$ cat src/rtl/td4x_pkg.sv
// td4x_pkg: shared definitions for the td4x CPU core.
//   - Opcode values for the 4-bit op field at the top of each instruction word.
//   - FSM state encoding (fetch / execute / halt).
//   - Adder source-select and destination-select encodings used by the decoder.
package td4x_pkg;

  localparam logic [3:0] OP_ADD_A    = 4'b0000;
  localparam logic [3:0] OP_MOV_A_B  = 4'b0001;
  localparam logic [3:0] OP_IN_A     = 4'b0010;
  localparam logic [3:0] OP_MOV_A_IM = 4'b0011;
  localparam logic [3:0] OP_MOV_B_A  = 4'b0100;
  localparam logic [3:0] OP_ADD_B    = 4'b0101;
  localparam logic [3:0] OP_IN_B     = 4'b0110;
  localparam logic [3:0] OP_MOV_B_IM = 4'b0111;
  localparam logic [3:0] OP_OUT_B    = 4'b1001;
  localparam logic [3:0] OP_OUT_IM   = 4'b1011;
  localparam logic [3:0] OP_HLT      = 4'b1101;
  localparam logic [3:0] OP_JNC      = 4'b1110;
  localparam logic [3:0] OP_JMP      = 4'b1111;

  typedef enum logic [1:0] {
    S_FETCH = 2'd0,
    S_EXEC  = 2'd1,
    S_HALT  = 2'd2
  } state_t;

  typedef enum logic [1:0] {
    SRC_A    = 2'd0,
    SRC_B    = 2'd1,
    SRC_IN   = 2'd2,
    SRC_ZERO = 2'd3
  } src_t;

  // Where the adder result is written; DST_NONE marks non-arithmetic ops.
  typedef enum logic [1:0] {
    DST_NONE = 2'd0,
    DST_A    = 2'd1,
    DST_B    = 2'd2,
    DST_OUT  = 2'd3
  } dst_t;

endpackage

$ cat src/rtl/td4x_alu.sv
// td4x_alu: combinational DATA_W-bit adder shared by every data-moving op.
//   src       in  DATA_W  selected source operand (A, B, input port or zero)
//   im        in  DATA_W  immediate field of the instruction
//   sum       out DATA_W  low DATA_W bits of src + im
//   carry_out out 1       bit DATA_W of src + im
module td4x_alu #(
  parameter int DATA_W = 4
) (
  input  logic [DATA_W-1:0] src,
  input  logic [DATA_W-1:0] im,
  output logic [DATA_W-1:0] sum,
  output logic              carry_out
);

  logic [DATA_W:0] full_sum;

  assign full_sum  = {1'b0, src} + {1'b0, im};
  assign sum       = full_sum[DATA_W-1:0];
  assign carry_out = full_sum[DATA_W];

endmodule

$ cat src/rtl/td4x_core.sv
// td4x_core: parametrised TD4-compatible CPU core.
//   clk         in  1        system clock, all state on the rising edge
//   reset       in  1        asynchronous active-low reset
//   imem_addr   out ADDR_W   instruction fetch address (the registered PC)
//   imem_req    out 1        fetch request, high throughout S_FETCH
//   imem_ack    in  1        instruction valid, sampled with imem_data while requesting
//   imem_data   in  INSTR_W  instruction word {op[3:0], im[DATA_W-1:0]}
//   inp         in  DATA_W   input port, read by IN A / IN B
//   outp        out DATA_W   output port register
//   out_strobe  out 1        one-cycle pulse in the cycle after an OUT executes
//   halted      out 1        high while in S_HALT
//   carry       out 1        current carry flag
module td4x_core
  import td4x_pkg::*;
#(
  parameter int DATA_W  = 4,
  parameter int ADDR_W  = 4,
  parameter int INSTR_W = 4 + DATA_W
) (
  input  logic               clk,
  input  logic               reset,
  output logic [ADDR_W-1:0]  imem_addr,
  output logic               imem_req,
  input  logic               imem_ack,
  input  logic [INSTR_W-1:0] imem_data,
  input  logic [DATA_W-1:0]  inp,
  output logic [DATA_W-1:0]  outp,
  output logic               out_strobe,
  output logic               halted,
  output logic               carry
);

  state_t              state_q;
  state_t              state_d;
  logic [ADDR_W-1:0]   pc;
  logic [INSTR_W-1:0]  ir;
  logic [DATA_W-1:0]   reg_a;
  logic [DATA_W-1:0]   reg_b;
  logic [DATA_W-1:0]   outp_q;
  logic                carry_q;
  logic                out_strobe_q;

  logic [3:0]          op;
  logic [DATA_W-1:0]   im;
  src_t                src_sel;
  dst_t                dst_sel;
  logic                is_jmp;
  logic                is_jnc;
  logic                is_hlt;

  logic [DATA_W-1:0]   alu_src;
  logic [DATA_W-1:0]   alu_sum;
  logic                alu_carry;

  logic [ADDR_W-1:0]   pc_inc;
  logic [ADDR_W-1:0]   jump_target;
  logic [ADDR_W-1:0]   pc_next;

  assign op = ir[INSTR_W-1 -: 4];
  assign im = ir[DATA_W-1:0];

  // Decode: only the op field steers control, so an unused immediate
  // can never leak into pc, carry or the register file.
  always_comb begin
    src_sel = SRC_ZERO;
    dst_sel = DST_NONE;
    is_jmp  = 1'b0;
    is_jnc  = 1'b0;
    is_hlt  = 1'b0;
    case (op)
      OP_ADD_A:    begin src_sel = SRC_A;    dst_sel = DST_A;   end
      OP_ADD_B:    begin src_sel = SRC_B;    dst_sel = DST_B;   end
      OP_MOV_A_IM: begin src_sel = SRC_ZERO; dst_sel = DST_A;   end
      OP_MOV_B_IM: begin src_sel = SRC_ZERO; dst_sel = DST_B;   end
      OP_MOV_A_B:  begin src_sel = SRC_B;    dst_sel = DST_A;   end
      OP_MOV_B_A:  begin src_sel = SRC_A;    dst_sel = DST_B;   end
      OP_IN_A:     begin src_sel = SRC_IN;   dst_sel = DST_A;   end
      OP_IN_B:     begin src_sel = SRC_IN;   dst_sel = DST_B;   end
      OP_OUT_B:    begin src_sel = SRC_B;    dst_sel = DST_OUT; end
      OP_OUT_IM:   begin src_sel = SRC_ZERO; dst_sel = DST_OUT; end
      OP_JMP:      is_jmp = 1'b1;
      OP_JNC:      is_jnc = 1'b1;
      OP_HLT:      is_hlt = 1'b1;
      default:     ;
    endcase
  end

  always_comb begin
    case (src_sel)
      SRC_A:   alu_src = reg_a;
      SRC_B:   alu_src = reg_b;
      SRC_IN:  alu_src = inp;
      default: alu_src = '0;
    endcase
  end

  td4x_alu #(
    .DATA_W(DATA_W)
  ) u_alu (
    .src       (alu_src),
    .im        (im),
    .sum       (alu_sum),
    .carry_out (alu_carry)
  );

  // pc arithmetic wraps naturally at ADDR_W bits.
  assign pc_inc      = pc + {{(ADDR_W-1){1'b0}}, 1'b1};
  assign jump_target = im[ADDR_W-1:0];

  // JNC looks at carry_q, i.e. the flag left by the previous instruction.
  always_comb begin
    if (is_jmp)
      pc_next = jump_target;
    else if (is_jnc)
      pc_next = carry_q ? pc_inc : jump_target;
    else
      pc_next = pc_inc;
  end

  always_ff @(posedge clk or negedge reset) begin
    if (!reset)
      state_q <= S_FETCH;
    else
      state_q <= state_d;
  end

  // imem_req is gated by reset so the request drops the instant reset
  // asserts, even though state_q already sits at S_FETCH.
  always_comb begin
    state_d  = state_q;
    imem_req = 1'b0;
    halted   = 1'b0;
    case (state_q)
      S_FETCH: begin
        imem_req = reset;
        if (imem_ack)
          state_d = S_EXEC;
      end
      S_EXEC:  state_d = is_hlt ? S_HALT : S_FETCH;
      S_HALT:  halted  = 1'b1;
      default: state_d = S_FETCH;
    endcase
  end

  // Control state: pc, carry flag and the output strobe.
  always_ff @(posedge clk or negedge reset) begin
    if (!reset) begin
      pc           <= '0;
      carry_q      <= 1'b0;
      out_strobe_q <= 1'b0;
    end else begin
      out_strobe_q <= (state_q == S_EXEC) && (dst_sel == DST_OUT);
      if ((state_q == S_EXEC) && !is_hlt) begin
        pc      <= pc_next;
        // Adder ops publish their carry; jumps and NOPs clear it.
        carry_q <= (dst_sel != DST_NONE) ? alu_carry : 1'b0;
      end
    end
  end

  // Data state: instruction register, A, B and the output port.
  always_ff @(posedge clk or negedge reset) begin
    if (!reset) begin
      ir     <= '0;
      reg_a  <= '0;
      reg_b  <= '0;
      outp_q <= '0;
    end else begin
      if ((state_q == S_FETCH) && imem_ack)
        ir <= imem_data;
      if (state_q == S_EXEC) begin
        case (dst_sel)
          DST_A:   reg_a  <= alu_sum;
          DST_B:   reg_b  <= alu_sum;
          DST_OUT: outp_q <= alu_sum;
          default: ;
        endcase
      end
    end
  end

  assign imem_addr  = pc;
  assign outp       = outp_q;
  assign out_strobe = out_strobe_q;
  assign carry      = carry_q;

endmodule
$ cat config.mk
export PLATFORM = sky130hd
export DESIGN_NAME = td4x_core
export DESIGN_NICKNAME = d
export VERILOG_FILES = /design/src/rtl/td4x_pkg.sv /design/src/rtl/td4x_alu.sv /design/src/rtl/td4x_core.sv
export SDC_FILE = /design/constraint.sdc
export NUM_CORES = 1
export LEC_CHECK = 0
export BUFFER_PORTS_ARGS = -buffer_cell sky130_fd_sc_hd__buf_2
export CELL_PAD_IN_SITES_DETAIL_PLACEMENT = 1
export CELL_PAD_IN_SITES_GLOBAL_PLACEMENT = 2
export CORE_MARGIN = 5
export CORE_UTILIZATION = 26
export DETAILED_ROUTE_END_ITERATION = 6
export PLACE_DENSITY_LB_ADDON = 0.1
export REMOVE_ABC_BUFFERS = 1
export SYNTH_ARGS = -nofsm -noshare
export SYNTH_HDL_FRONTEND = slang
export SYNTH_SLANG_ARGS = --single-unit
$ cat constraint.sdc
create_clock -name clk -period 3.72 [get_ports clk]
set_input_delay 0 -clock clk [delete_from_list [all_inputs] [get_ports clk]]
set_output_delay 0 -clock clk [all_outputs]
set_load 0.03 [all_outputs]
Word-level counts from Yosys, hierarchy flattened
Index checks and enable logic that the tools add are counted.

operators by class
  bitwise gates (word level) = 1
  mux-type cells = 15
  eq/ne operators = 20
  reductions and logical operators = 18
  add/subtract/negate cells = 2

operators by type and width
  kind                   number
  $eq A4 B4 Y1 const B   5
  $pmux W2 S3            3
  $eq A4 B3 Y1 const B   4
  $mux W4                3
  $pmux W4 S3            1
  $eq A2 B2 Y1 const B   4
  $eq A4 B2 Y1 const B   2
  $reduce_and A2 Y1      4
  $reduce_or A4 Y1       2
  $eq A2 B1 Y1 const B   3
  $mux W1                6
  $reduce_or A2 Y1       3
  $add A4 B4 Y5          1
  $add A4 B1 Y4 const B  1
  $eq A4 B1 Y1 const B   1
  $logic_not A2 Y1       2
  $logic_not A4 Y1       1
  $mux W2                2
  $logic_and A1 B1 Y1    3
  $reduce_or A3 Y1       1
  $ne A2 B2 Y1 const B   1
  $reduce_bool A2 Y1     1
  $logic_not A1 Y1       1
  $not A1 Y1             1

word-level totals
  bits of input ports = 15
  word-level logic and storage cells = 64
  output and inout port bits = 12
  flip-flop bits (word level) = 28

Longest topological paths before layout
  word-level depth = 7
  gate-level depth with buffers = 12
  depth with buffers taken out = 11

Hierarchy
A second synthesis with hierarchy kept.

unflattened totals
  cells, all modules = 121
  area, all modules = 1,413.9 um^2

by module, submodules not included
  module     area an instance (um^2)  times used  sequential area each (um^2)  cells each
  td4x_core  1,277.5                  1           700.7                        105
  td4x_alu   136.4                    1           0.0                          16

Worst setup path after synthesis
No wires, ideal clock.

  path type = register to register
  start = reg ir[5]
  end = reg reg_b[3]
  required time = 3.593 ns
  setup slack = 1.635 ns
  clock period less this slack = 2.085 ns
  stages on the path, launching flop included = 11
  arrival time = 1.957 ns
  setup time = 0.127 ns
  path buffers = 1
  cells stage by stage = dfrtp_1 buf_2 nand2b_1 a21oi_1 nand2_1 o21ai_0 ha_1 a21o_1 a21oi_1 xnor2_1 mux2_1

between the ends
  longest elaborated chain between the ends = 6
  elaborated cells on any way between the ends = 25
  those cells by class = add/sub (1); eq/ne (12); mux (3); reduce/logical (9)

ends and longest elaborated chain
  element                                                                       line              RTL
  start: declaration                                                            td4x_core.sv:36   logic [INSTR_W-1:0] ir;
  start signal: assignment                                                      td4x_core.sv:170  ir <= imem_data;
  $eq A4 B4 Y1, or another cell as far along                                    td4x_core.sv:70   case (op)
  $reduce_or A3 Y1 (no source line) / $reduce_or A2 Y1 (equally long branches)  n/a
  $pmux W2 S3                                                                   td4x_core.sv:70
  $eq A2 B2 Y1, or another cell as far along                                    td4x_core.sv:89   case (src_sel)
  $pmux W4 S3                                                                   td4x_core.sv:89
  $add A4 B4 Y5                                                                 td4x_alu.sv:17    assign full_sum = {1'b0, src} + {1'b0, im};
  end signal: assignment                                                        td4x_core.sv:174  DST_B: reg_b <= alu_sum;
  end: declaration                                                              td4x_core.sv:38   logic [DATA_W-1:0] reg_b;

Several ways; a longest one is shown, not always the timed one.
A chain may end at the register's enable or synchronous reset.

Worst setup path after layout
  start = reg ir[5]
  end = reg reg_b[2]

The elaborated chain is that of the path after synthesis.

==> results.toml <==
[clocking]
clkLatencyLatePin_ns = 0.28
path_clk_slew_ns = 0.10
cts_sinks = 28
clockBufferDepth = 2
htree_levels = 1
cts-root-buf = "clkbuf_8"
cts_buffers = 3
cts_tree = "yes"

[flow_run]
drv_cap = 0

[cells_and_area]
nets = 184
mostFrequentLayoutCell = "dfrtp_1"
area.growth.synth_to_final_pct = 26.0
drive_above_1_share_pct = 27.8
n_antenna_cell = 0
stdcell_count = 232
final_cell_mix = "28 x dfrtp_1, 26 x buf_2, 12 x nand2_1"

[worst_setup_path]
crit_buf_inv = 1
crit_chain = "nand2b_1 > a21oi_1 > nand2_1 > o21ai_0 > ha_1 > inv_1 > fa_1 > xor2_1 > mux2i_1"
required_ns = 3.87
critPathLaunchType = "flop"
crit_family = "adder cells"
path_class = "reg2reg"
slowest_delay_ns = 0.51
setup.worst_path.start = "ir[5]$_DFFE_PN0P_"
regToRegStartpoint = "ir[5]$_DFFE_PN0P_"
cp-end-kind = "flop"
cp_data_arrival_time_ns = 2.51
critPathMaxFanout = 8
crit_path_top_delay_cell = "dfrtp_1"

[synthesis]
synth_cells = 126
synth-seq-area-share_pct = 50.0
synth_warnings = 0
synthesis.area_um2 = 1400
synth-async-reset-ratio_pct = 100
ys.flop_type = "dfrtp_1"
syn_avg_cell_area_um2 = 11.1
synth_cell_types = 30
synth_seq_cells = 28
synth_edf_count = 0

[placement]
place_ws_ns = 1.36
dp_hpwl_mm = 2.64
io_buffers = 26
placed_cells = 219
gp_congestion = 0.754

[timing]
grt_setup_unrepaired = "no"
finalHoldViolCount = 0
period_needed_ns = 2.36
setup_tns_ns = 0
fmaxAchievable_mhz = 424
maxSlewHeadroom_pct = 56.5
finalClockSkew_ns = 0.00850
setup_viol = 0
min_period_over_period_pct = 63.4
worstMarginPinSlew_ns = 0.653
fin_ws_ns = 1.36
drv_slew = 0

[floorplanning]
die_y_um = 83.4
start_util_pct = 27.1
fp-row-count = 26
boundaryPins = 27
core_area_um2 = 5170
die_x_um = 83.4
dieArea_um2 = 6960

[power]
irDropWorstVdd_mv = 0.235
p_per_area_nw_per_um2 = 755
power_mw = 1.33
p_leak_nw = 0.820

[grt]
busiest_layer = "met2"
grt_pass1_wl_mm = 5.65
grt_use_met3_pct = 2.18
met1_usage_pct = 13.7
grt_util_met2_pct = 16.1
grt_use_total_pct = 10.2
grt.overflow.total = 0
grt_max_degree = 30
grt_antenna_before_repair = 0
first_global_vias = 1131

[detailed_routing]
wl_mm = 3.42
drc = 0
post_drt_wl_per_cell_um = 14.7
vias_per_cell = 4.48
num_vias = 1039
dr.pass1.iters = 4
ant_nets = 0
drt_iter0_drc = 33

[hold_path]
hold_path_startpoint = "imem_ack"
hold_path.class = "in2reg"

[status]
status = "complete, no violations"
-- per-stage QoR --
step / hold WS [ns] / instance area [um^2] / utilization, %
3_3_place_gp: 0.0730 / 1600 / 31.0
5_1_grt: 0.160 / 1770 / 34.1
2_1_floorplan: -0.296 / 1380 / -
6_report: 0.161 / 1770 / 34.1
4_1_cts: 0.160 / 1770 / 34.1
3_5_place_dp: 0.0751 / 1600 / 31.0
-- per-layer routing --
layer | vias up | wire length [um]
met5 | - | 0
met4 | 0 | 40
met3 | 4 | 117
met2 | 20 | 1620
met1 | 509 | 1640
li1 | 506 | -
-- final timing paths --
path	slack, ns	cells past startpoint	endpoint
max	1.36	9	reg_b[2]$_DFFE_PN0P_
min	0.16	3	state_q[0]$_DFFE_PN0P_
max reg2reg	1.36	9	reg_b[2]$_DFFE_PN0P_
min reg2reg	0.49	2	outp[1]$_DFFE_PN0P_
max in group asynchronous	3.01	2	ir[5]$_DFFE_PN0P_
min in group asynchronous	0.29	2	ir[2]$_DFFE_PN0P_
-- kinds of logic (layout without fill, tap and decap cells) --
| group | Yosys count | count (layout) | share of synthesized area, % |
|---|---|---|---|
| XOR/XNOR | 2 | 2 | 1.25 |
| buffers and inverters | 13 | 49 | 4.02 |
| adder cells (fa/ha/maj) | 6 | 6 | 5.89 |
| multiplexers | 21 | 21 | 16.2 |
| AND/OR/NAND/NOR | 31 | 31 | 11.5 |
| flip-flops | 28 | 28 | 50.0 |
| AO/OA/AOI/OAI | 25 | 25 | 11.2 |
-- worst reg2reg max path: cells and delay by family (launching register included) --
family          cells  cell delay (ns)
fa+ha+maj           2             0.59
flops               1             0.51
compound gates      2             0.35
xor+xnor            1             0.30
simple gates        2             0.29
mux                 1             0.14
buf+inv             1             0.05
-- sequential cells by signal, indices dropped and copies added, names as in the netlist --
register    flops
out_strobe      1
reg_a           4
state_q         2
carry           1
ir              8
imem_addr       4
reg_b           4
outp            4
-- synth_stat cells, types with 3 or more instances --
cell     number  area share [%]
a21oi_1       6             2.1
buf_2         3             1.1
dfrtp_1      28              50
ha_1          5             4.5
inv_1         9             2.4
mux2_2       11             8.8
mux2i_1       8             5.7
nand2_1      12             3.2
nor2_1        4             1.1
nor2b_1       4             1.8
nor3b_1       3             1.6
o21ai_0      10             3.6
-- timing repair --
action                                  in CTS  in global routing
endpoints found under the setup margin       0                  0
hold buffers                                 9                  0
resized for setup                            0                  0
setup buffers                                0                  0
endpoints found under the hold margin       36                  0
-- power breakdown --
group / switching [mW] / total [mW] / internal, mW / leakage, nW
Combinational: 0.326 / 0.563 / 0.237 / 0.449
Clock: 0.0966 / 0.241 / 0.144 / 0.0357
Sequential: 0.105 / 0.528 / 0.423 / 0.335
-- layout make-up --
type / instances / area [um^2]
inverter: 9 / 33.8
timing repair buffer: 36 / 228
clock buffer: 3 / 41.3
tap: 70 / 87.6
multi-input combinational: 85 / 644
fill: 588 / 3410
sequential: 28 / 701
clock inverter: 1 / 30.0
Note: power is estimated with default switching activity, not from simulation.
